### src/rtl/alu_exec_ctrl_if.sv
// Bundle of the instruction handshake, register-file ports, ALU ports and
// status outputs of the ALU execution controller.
interface alu_exec_ctrl_if #(
  parameter int WIDTH_DATA    = 16,
  parameter int WIDTH_CONTROL = 4,
  parameter int WIDTH_ADDR    = 4
);
  logic                     instr_valid;
  logic                     instr_ready;
  logic [WIDTH_CONTROL-1:0] instr_op;
  logic [WIDTH_ADDR-1:0]    instr_rdest;
  logic [WIDTH_ADDR-1:0]    instr_rsrc;
  logic                     instr_imm_en;
  logic [WIDTH_DATA-1:0]    instr_imm;
  logic                     instr_cin_en;

  logic [WIDTH_ADDR-1:0]    rf_raddr_a;
  logic [WIDTH_ADDR-1:0]    rf_raddr_b;
  logic [WIDTH_DATA-1:0]    rf_rdata_a;
  logic [WIDTH_DATA-1:0]    rf_rdata_b;
  logic                     rf_we;
  logic [WIDTH_ADDR-1:0]    rf_waddr;
  logic [WIDTH_DATA-1:0]    rf_wdata;

  logic [WIDTH_DATA-1:0]    alu_A;
  logic [WIDTH_DATA-1:0]    alu_B;
  logic [WIDTH_CONTROL-1:0] alu_control;
  logic                     alu_carry_in;
  logic [WIDTH_DATA-1:0]    alu_result;
  logic                     alu_carry_out;
  logic                     alu_low_out;
  logic                     alu_over_out;
  logic                     alu_neg_out;
  logic                     alu_zero_out;

  logic [4:0]               psr;
  logic                     done;
  logic                     err;

  // Controller side
  modport slave (
    input  instr_valid, instr_op, instr_rdest, instr_rsrc, instr_imm_en,
           instr_imm, instr_cin_en, rf_rdata_a, rf_rdata_b, alu_result,
           alu_carry_out, alu_low_out, alu_over_out, alu_neg_out, alu_zero_out,
    output instr_ready, rf_raddr_a, rf_raddr_b, rf_we, rf_waddr, rf_wdata,
           alu_A, alu_B, alu_control, alu_carry_in, psr, done, err
  );

  // Decode / register file / ALU side
  modport master (
    output instr_valid, instr_op, instr_rdest, instr_rsrc, instr_imm_en,
           instr_imm, instr_cin_en, rf_rdata_a, rf_rdata_b, alu_result,
           alu_carry_out, alu_low_out, alu_over_out, alu_neg_out, alu_zero_out,
    input  instr_ready, rf_raddr_a, rf_raddr_b, rf_we, rf_waddr, rf_wdata,
           alu_A, alu_B, alu_control, alu_carry_in, psr, done, err
  );
endinterface

### src/rtl/alu_exec_ctrl.sv
// Four-state sequencer (IDLE/READ/EXEC/WB) running one ALU instruction at a
// time: register-file read, ALU drive, write-back and PSR {C,L,F,N,Z} update.
module alu_exec_ctrl #(
  parameter int WIDTH_DATA    = 16,
  parameter int WIDTH_CONTROL = 4,
  parameter int WIDTH_ADDR    = 4
) (
  input logic           clk,
  input logic           reset,
  alu_exec_ctrl_if.slave bus
);
  typedef enum logic [1:0] {S_IDLE, S_READ, S_EXEC, S_WB} state_t;

  localparam logic [WIDTH_CONTROL-1:0] OP_ADD  = WIDTH_CONTROL'(0);
  localparam logic [WIDTH_CONTROL-1:0] OP_ADDU = WIDTH_CONTROL'(1);
  localparam logic [WIDTH_CONTROL-1:0] OP_SUB  = WIDTH_CONTROL'(2);
  localparam logic [WIDTH_CONTROL-1:0] OP_SUBU = WIDTH_CONTROL'(3);
  localparam logic [WIDTH_CONTROL-1:0] OP_CMP  = WIDTH_CONTROL'(4);
  localparam logic [WIDTH_CONTROL-1:0] OP_AND  = WIDTH_CONTROL'(5);
  localparam logic [WIDTH_CONTROL-1:0] OP_OR   = WIDTH_CONTROL'(6);
  localparam logic [WIDTH_CONTROL-1:0] OP_XOR  = WIDTH_CONTROL'(7);
  localparam logic [WIDTH_CONTROL-1:0] OP_LSH  = WIDTH_CONTROL'(8);

  state_t                   state_q, state_d;
  logic [WIDTH_CONTROL-1:0] op_q, op_d;
  logic [WIDTH_ADDR-1:0]    rdest_q, rdest_d;
  logic                     imm_en_q, imm_en_d;
  logic [WIDTH_DATA-1:0]    imm_q, imm_d;
  logic                     cin_en_q, cin_en_d;
  logic [WIDTH_ADDR-1:0]    raddr_a_q, raddr_a_d;
  logic [WIDTH_ADDR-1:0]    raddr_b_q, raddr_b_d;
  logic [WIDTH_DATA-1:0]    alu_a_q, alu_a_d;
  logic [WIDTH_DATA-1:0]    alu_b_q, alu_b_d;
  logic [WIDTH_CONTROL-1:0] alu_ctl_q, alu_ctl_d;
  logic                     alu_cin_q, alu_cin_d;
  logic [WIDTH_DATA-1:0]    res_q, res_d;
  logic [4:0]               flags_q, flags_d;
  logic [4:0]               psr_q, psr_d;
  logic                     rf_we_q, rf_we_d;
  logic                     done_q, done_d;
  logic                     err_q, err_d;

  logic [WIDTH_DATA-1:0]    exec_a;
  logic [WIDTH_DATA-1:0]    exec_b;
  logic                     exec_cin;

  // Merge the ALU flags into the PSR, touching only the bits the op owns
  function automatic logic [4:0] psr_next(input logic [WIDTH_CONTROL-1:0] op,
                                          input logic [4:0] psr,
                                          input logic [4:0] flags);
    logic [4:0] mask;
    case (op)
      OP_ADDU, OP_SUBU:             mask = 5'b10001;  // C, Z
      OP_ADD, OP_SUB:               mask = 5'b00111;  // F, N, Z
      OP_CMP:                       mask = 5'b01011;  // L, N, Z
      OP_AND, OP_OR, OP_XOR, OP_LSH: mask = 5'b00011; // N, Z
      default:                      mask = 5'b00000;
    endcase
    return (psr & ~mask) | (flags & mask);
  endfunction

  // Operands presented to the ALU during EXEC; carry uses the committed PSR.C
  always_comb begin
    exec_a   = bus.rf_rdata_a;
    exec_b   = imm_en_q ? imm_q : bus.rf_rdata_b;
    exec_cin = cin_en_q & psr_q[4];
  end

  // Next-state and registered-output logic of the sequencer
  always_comb begin
    state_d   = state_q;
    op_d      = op_q;
    rdest_d   = rdest_q;
    imm_en_d  = imm_en_q;
    imm_d     = imm_q;
    cin_en_d  = cin_en_q;
    raddr_a_d = raddr_a_q;
    raddr_b_d = raddr_b_q;
    alu_a_d   = alu_a_q;
    alu_b_d   = alu_b_q;
    alu_ctl_d = alu_ctl_q;
    alu_cin_d = alu_cin_q;
    res_d     = res_q;
    flags_d   = flags_q;
    psr_d     = psr_q;
    rf_we_d   = 1'b0;
    done_d    = 1'b0;
    err_d     = 1'b0;
    case (state_q)
      S_IDLE: begin
        if (bus.instr_valid) begin
          op_d      = bus.instr_op;
          rdest_d   = bus.instr_rdest;
          imm_en_d  = bus.instr_imm_en;
          imm_d     = bus.instr_imm;
          cin_en_d  = bus.instr_cin_en;
          raddr_a_d = bus.instr_rdest;
          raddr_b_d = bus.instr_rsrc;
          state_d   = S_READ;
        end
      end
      S_READ: state_d = S_EXEC;
      S_EXEC: begin
        alu_a_d   = exec_a;
        alu_b_d   = exec_b;
        alu_ctl_d = op_q;
        alu_cin_d = exec_cin;
        res_d     = bus.alu_result;
        flags_d   = {bus.alu_carry_out, bus.alu_low_out, bus.alu_over_out,
                     bus.alu_neg_out, bus.alu_zero_out};
        done_d    = 1'b1;
        if (op_q > OP_LSH) err_d = 1'b1;
        else if (op_q != OP_CMP) rf_we_d = 1'b1;
        state_d   = S_WB;
      end
      S_WB: begin
        psr_d   = psr_next(op_q, psr_q, flags_q);
        state_d = S_IDLE;
      end
      default: state_d = S_IDLE;
    endcase
  end

  // State register; reset abandons any instruction in flight
  always_ff @(posedge clk or posedge reset) begin
    if (reset) begin
      state_q   <= S_IDLE;
      op_q      <= '0;
      rdest_q   <= '0;
      imm_en_q  <= 1'b0;
      imm_q     <= '0;
      cin_en_q  <= 1'b0;
      raddr_a_q <= '0;
      raddr_b_q <= '0;
      alu_a_q   <= '0;
      alu_b_q   <= '0;
      alu_ctl_q <= '0;
      alu_cin_q <= 1'b0;
      res_q     <= '0;
      flags_q   <= '0;
      psr_q     <= '0;
      rf_we_q   <= 1'b0;
      done_q    <= 1'b0;
      err_q     <= 1'b0;
    end else begin
      state_q   <= state_d;
      op_q      <= op_d;
      rdest_q   <= rdest_d;
      imm_en_q  <= imm_en_d;
      imm_q     <= imm_d;
      cin_en_q  <= cin_en_d;
      raddr_a_q <= raddr_a_d;
      raddr_b_q <= raddr_b_d;
      alu_a_q   <= alu_a_d;
      alu_b_q   <= alu_b_d;
      alu_ctl_q <= alu_ctl_d;
      alu_cin_q <= alu_cin_d;
      res_q     <= res_d;
      flags_q   <= flags_d;
      psr_q     <= psr_d;
      rf_we_q   <= rf_we_d;
      done_q    <= done_d;
      err_q     <= err_d;
    end
  end

  assign bus.instr_ready  = (state_q == S_IDLE);
  assign bus.rf_raddr_a   = raddr_a_q;
  assign bus.rf_raddr_b   = raddr_b_q;
  assign bus.rf_we        = rf_we_q;
  assign bus.rf_waddr     = rdest_q;
  assign bus.rf_wdata     = res_q;
  assign bus.alu_A        = (state_q == S_EXEC) ? exec_a   : alu_a_q;
  assign bus.alu_B        = (state_q == S_EXEC) ? exec_b   : alu_b_q;
  assign bus.alu_control  = (state_q == S_EXEC) ? op_q     : alu_ctl_q;
  assign bus.alu_carry_in = (state_q == S_EXEC) ? exec_cin : alu_cin_q;
  assign bus.psr          = psr_q;
  assign bus.done         = done_q;
  assign bus.err          = err_q;
endmodule

### src/flat_wrapper.sv
// flat-port wrapper written by rule: the top's interface ports become plain ports
module alu_exec_ctrl_flat 
#(
  parameter int WIDTH_DATA    = 16,
  parameter int WIDTH_CONTROL = 4,
  parameter int WIDTH_ADDR    = 4
)
  (clk, reset, bus_instr_valid, bus_instr_op, bus_instr_rdest, bus_instr_rsrc, bus_instr_imm_en, bus_instr_imm, bus_instr_cin_en, bus_rf_rdata_a, bus_rf_rdata_b, bus_alu_result, bus_alu_carry_out, bus_alu_low_out, bus_alu_over_out, bus_alu_neg_out, bus_alu_zero_out, bus_instr_ready, bus_rf_raddr_a, bus_rf_raddr_b, bus_rf_we, bus_rf_waddr, bus_rf_wdata, bus_alu_A, bus_alu_B, bus_alu_control, bus_alu_carry_in, bus_psr, bus_done, bus_err);
  alu_exec_ctrl_if #(.WIDTH_DATA(WIDTH_DATA), .WIDTH_CONTROL(WIDTH_CONTROL), .WIDTH_ADDR(WIDTH_ADDR)) bus_i ();
  input logic clk;
  input logic reset;
  input wire logic [$bits(bus_i.instr_valid)-1:0] bus_instr_valid;
  input wire logic [$bits(bus_i.instr_op)-1:0] bus_instr_op;
  input wire logic [$bits(bus_i.instr_rdest)-1:0] bus_instr_rdest;
  input wire logic [$bits(bus_i.instr_rsrc)-1:0] bus_instr_rsrc;
  input wire logic [$bits(bus_i.instr_imm_en)-1:0] bus_instr_imm_en;
  input wire logic [$bits(bus_i.instr_imm)-1:0] bus_instr_imm;
  input wire logic [$bits(bus_i.instr_cin_en)-1:0] bus_instr_cin_en;
  input wire logic [$bits(bus_i.rf_rdata_a)-1:0] bus_rf_rdata_a;
  input wire logic [$bits(bus_i.rf_rdata_b)-1:0] bus_rf_rdata_b;
  input wire logic [$bits(bus_i.alu_result)-1:0] bus_alu_result;
  input wire logic [$bits(bus_i.alu_carry_out)-1:0] bus_alu_carry_out;
  input wire logic [$bits(bus_i.alu_low_out)-1:0] bus_alu_low_out;
  input wire logic [$bits(bus_i.alu_over_out)-1:0] bus_alu_over_out;
  input wire logic [$bits(bus_i.alu_neg_out)-1:0] bus_alu_neg_out;
  input wire logic [$bits(bus_i.alu_zero_out)-1:0] bus_alu_zero_out;
  output wire logic [$bits(bus_i.instr_ready)-1:0] bus_instr_ready;
  output wire logic [$bits(bus_i.rf_raddr_a)-1:0] bus_rf_raddr_a;
  output wire logic [$bits(bus_i.rf_raddr_b)-1:0] bus_rf_raddr_b;
  output wire logic [$bits(bus_i.rf_we)-1:0] bus_rf_we;
  output wire logic [$bits(bus_i.rf_waddr)-1:0] bus_rf_waddr;
  output wire logic [$bits(bus_i.rf_wdata)-1:0] bus_rf_wdata;
  output wire logic [$bits(bus_i.alu_A)-1:0] bus_alu_A;
  output wire logic [$bits(bus_i.alu_B)-1:0] bus_alu_B;
  output wire logic [$bits(bus_i.alu_control)-1:0] bus_alu_control;
  output wire logic [$bits(bus_i.alu_carry_in)-1:0] bus_alu_carry_in;
  output wire logic [$bits(bus_i.psr)-1:0] bus_psr;
  output wire logic [$bits(bus_i.done)-1:0] bus_done;
  output wire logic [$bits(bus_i.err)-1:0] bus_err;
  assign bus_i.instr_valid = bus_instr_valid;
  assign bus_i.instr_op = bus_instr_op;
  assign bus_i.instr_rdest = bus_instr_rdest;
  assign bus_i.instr_rsrc = bus_instr_rsrc;
  assign bus_i.instr_imm_en = bus_instr_imm_en;
  assign bus_i.instr_imm = bus_instr_imm;
  assign bus_i.instr_cin_en = bus_instr_cin_en;
  assign bus_i.rf_rdata_a = bus_rf_rdata_a;
  assign bus_i.rf_rdata_b = bus_rf_rdata_b;
  assign bus_i.alu_result = bus_alu_result;
  assign bus_i.alu_carry_out = bus_alu_carry_out;
  assign bus_i.alu_low_out = bus_alu_low_out;
  assign bus_i.alu_over_out = bus_alu_over_out;
  assign bus_i.alu_neg_out = bus_alu_neg_out;
  assign bus_i.alu_zero_out = bus_alu_zero_out;
  assign bus_instr_ready = bus_i.instr_ready;
  assign bus_rf_raddr_a = bus_i.rf_raddr_a;
  assign bus_rf_raddr_b = bus_i.rf_raddr_b;
  assign bus_rf_we = bus_i.rf_we;
  assign bus_rf_waddr = bus_i.rf_waddr;
  assign bus_rf_wdata = bus_i.rf_wdata;
  assign bus_alu_A = bus_i.alu_A;
  assign bus_alu_B = bus_i.alu_B;
  assign bus_alu_control = bus_i.alu_control;
  assign bus_alu_carry_in = bus_i.alu_carry_in;
  assign bus_psr = bus_i.psr;
  assign bus_done = bus_i.done;
  assign bus_err = bus_i.err;
  alu_exec_ctrl #(.WIDTH_DATA(WIDTH_DATA), .WIDTH_CONTROL(WIDTH_CONTROL), .WIDTH_ADDR(WIDTH_ADDR)) u_core (.clk(clk), .reset(reset), .bus(bus_i));
endmodule
### config.mk
export PLATFORM = sky130hd
export DESIGN_NAME = alu_exec_ctrl_flat
export DESIGN_NICKNAME = d
export VERILOG_FILES = /design/src/rtl/alu_exec_ctrl_if.sv /design/src/rtl/alu_exec_ctrl.sv /design/src/flat_wrapper.sv
export SDC_FILE = /design/constraint.sdc
export NUM_CORES = 1
export LEC_CHECK = 0
export ABC_CLOCK_PERIOD_IN_PS = 3700
export BUFFER_PORTS_ARGS = -buffer_cell sky130_fd_sc_hd__buf_2
export CAP_MARGIN = 20
export CORE_UTILIZATION = 48
export DETAILED_ROUTE_END_ITERATION = 10
export PLACE_DENSITY = 0.82
export SLEW_MARGIN = 20
export SYNTH_ARGS = -nofsm -noshare
export SYNTH_HDL_FRONTEND = slang
export SYNTH_SLANG_ARGS = --single-unit
export TNS_END_PERCENT = 50
### constraint.sdc
create_clock -name clk -period 3.7 [get_ports clk]
set_clock_uncertainty 0.2 [all_clocks]
set_input_delay 0.37 -clock clk [delete_from_list [all_inputs] [get_ports clk]]
set_output_delay 0.37 -clock clk [all_outputs]
set_load 0.01 [all_outputs]
==> results.toml <==
[cts]
clkTransAtPathRegs_ps = 100
cts_tree = "built"
ctsLongestPathBuffers = 2
postCtsHoldBufs = 0
numCtsBuffers = 9
clock-root-buffer = "clkbuf_8"
cts_setup_buffers = 0
htree_levels = 3
cts.repair.resized = 0
clk_latency_ps = 350
cts_sinks = 98

[sta]
rsz0062_at_grt = "no"
whs_ps = -19.27
setup_tns_ps = 0
hold_violations = 49
worstMarginPinSlew_ps = 890.0
final.setup.worst_slack_ps = 1021
max_freq_ghz = 0.3733
drv_slew = 0
setup_viol = 0
layout_min_cycle_time_ps = 2679
maxSlewHeadroom = 0.4067
period_share = 0.7240

[critical_path]
crit_cells = 4
r2r_cells = 4
worst-r2r-setup-slack_ps = 1470
endpoint_kind = "output port"
crit_required_ps = 3130
cp-endpoint = "bus_alu_A[9]"
critPathArrivalTime_ps = 2110
start_kind = "flop"
r2r-start = "u_core.state_q[0]$_DFFE_PP0P_"
crit_start = "u_core.state_q[0]$_DFFE_PP0P_"
crit_chain = "inv_1 -> ha_4 -> mux2_2 -> buf_2"
path_class = "flop to output port"
crit_fanout = 66
crit_slowest_cell = "ha_4"
critPathTopFamily = "adder cells"
rr_endpoint = "u_core.bus.rf_wdata[3]$_DFFE_PP0P_"
cp_num_buf_inv = 2
critPathMaxStageDelay_ps = 640

[placement]
pre_cts_slack_ps = 1381
dp_hpwl_mm = 5.600
portBuffers = 159
place_congestion = 0.7098

[synth]
syn_nets = 359
synth.avg_cell_area_um2 = 14.54
synthCells = 270
yosysUniqueCellTypes = 25
yosysWarnings = 0
synth_area_um2 = 3926
synth_sequential_area_ratio = 0.6246
ys_ff_latch = 98

[drt]
drtAntennaViolNets = 0
vias = 2613
drtPass1Iterations = 4
routed_via_density = 4.921
wire_per_inst_um = 14.57
drt_wl_total_mm = 7.739
drc = 0
dr.first_iter.drc_count = 70

[outcome]
violations = "hold timing"
run_status = "finished with violations"

[die]
start_util = 0.5029
die_w_um = 92.44
coreArea_um2 = 7807
dieHeight_um = 92.44
fp-row-count = 32
die_area_um2 = 8545
ios = 160

[final_layout]
drive_gt1_frac = 0.6037
fillers = 625
nets = 513
diodes = 0
areaGrowthSynthToFinish_pct = 28.78

[global_route]
grt_antenna_before_repair = 0
grt_pass1_vias = 2569
grt_usage = 0.1895
grt_overflow = 0
grt_pass1_wl_mm = 12.58
grt_max_degree = 70

[hold_path]
hold_class = "input pin to asynchronous set/reset pin"

[power]
irDropWorstVdd_v = 0.0004533
power_per_cell_area_nw_per_um2 = 960.9
leakage_uw = 0.002476

[run]
cap_violations = 0
-- cell type report --
class	count	area [um2]	share of cell area
clock inverters	6	136.4	0.02697
clock buffers	10	137.6	0.02722
inverters	6	25.02	0.004949
multi-input cells	146	1351	0.2673
flip-flops and latches	98	2452	0.4850
repair buffers	163	825.8	0.1633
well taps	102	127.6	0.02524
-- metal layers --
layer / wire length, um / up-vias / GRT usage
met5: 0 / - / 0
met2: 3819 / 102 / 0.3049
li1: - / 1249 / -
met3: 593 / 9 / 0.06897
met4: 71 / 0 / 0.04167
met1: 3254 / 1253 / 0.2459
-- state kept, by name, indices dropped and copies added (netlist names), 2 cells and up, named ones only --
signal and count:
u_core.alu_a_q 16, u_core.imm_q 16, u_core.alu_ctl_q 4, u_core.flags_q 5, u_core.alu_b_q 16, u_core.bus.rf_raddr_a 4, u_core.state_q 2, u_core.op_q 4
u_core.bus.rf_wdata 16, u_core.bus.rf_raddr_b 4
-- power breakdown --
part | total [uW] | switching [uW] | leakage (uW) | internal (uW)
registers | 1930 | 316 | 0.00115 | 1620
clock network | 901 | 363 | 0.000133 | 538
logic | 2020 | 988 | 0.00119 | 1040
-- stage by stage --
step / total power, uW / std cells / util / instance area [um2]
after floorplan: 3296 / 270 / - / 3926
after global placement: 3916 / 515 / 0.6125 / 4782
after detailed placement: 4014 / 515 / 0.6125 / 4782
after CTS: 4918 / 531 / 0.6476 / 5056
after global routing: 5208 / 531 / 0.6476 / 5056
final: 4859 / 531 / 0.6476 / 5056
-- worst min-delay path by stage --
stage | from | end | cells past startpoint
floorplan | bus_instr_valid | u_core.state_q[1]$_DFFE_PP0P_ | 1
global placement | flop | flop | 1
detailed placement | u_core.alu_a_q[10]$_DFF_PP0_ | u_core.alu_a_q[10]$_DFF_PP0_ | 1
CTS | reset | u_core.alu_a_q[11]$_DFF_PP0_ | 2
global route | bus_instr_cin_en | u_core.cin_en_q$_DFFE_PP0P_ | 2
finish | reset | u_core.alu_a_q[11]$_DFF_PP0_ | 2
-- logic make-up (layout without fill, tap and decap cells) --
family	after synthesis	after routing	synth area share
muxes	92	92	0.2597
adders and majority gates	3	3	0.009561
buffers and inverters	26	185	0.03441
and+or+nand+nor	27	27	0.03219
AOI/OAI and AO/OA	24	24	0.03952
DFF	98	98	0.6246
-- worst register-to-register path, stage by stage, from the launching register on --
cell and delay [ps]:
dfrtp_1 410, inv_1 120, ha_4 640, buf_4 380, mux2_2 370
-- cells in the final DEF (no fill, tap or decap) --
cell type	netlist	layout
bufinv_16	0	4
o31ai_4	1	1
mux2_2	73	73
mux2i_1	16	16
o31ai_1	1	1
nor4b_2	1	1
nand4b_1	1	1
buf_4	6	4
mux2_4	1	1
a21oi_1	17	17
and3_1	1	1
nand3_1	1	1
ha_4	0	1
o311a_1	1	1
nand2_1	3	3
buf_2	12	159
clkinvlp_4	0	1
inv_1	5	4
inv_6	0	1
dfrtp_1	98	98
nor4b_1	1	1
nor2_1	19	19
ha_1	3	2
mux2_1	2	2
inv_2	1	1
o311ai_2	1	1
inv_4	0	1
o21ai_0	3	3
clkbuf_8	0	10
-- synth_stat cells, drive strengths merged --
master	instances	share of area
dfrtp	98	0.62
and3	1	0.0016
ha	3	0.0096
nand2	3	0.0029
mux2i	16	0.041
nor2	19	0.018
o311a	1	0.0025
buf	19	0.028
o21ai	3	0.0038
inv	6	0.0057
clkbuf	1	0.00096
a21oi	17	0.022
o311ai	1	0.0041
o31ai	2	0.0073
nor4b	2	0.0061
nand3	1	0.0013
mux2	76	0.22
nand4b	1	0.0022
No activity file was read; power rests on OpenSTA's default activity.
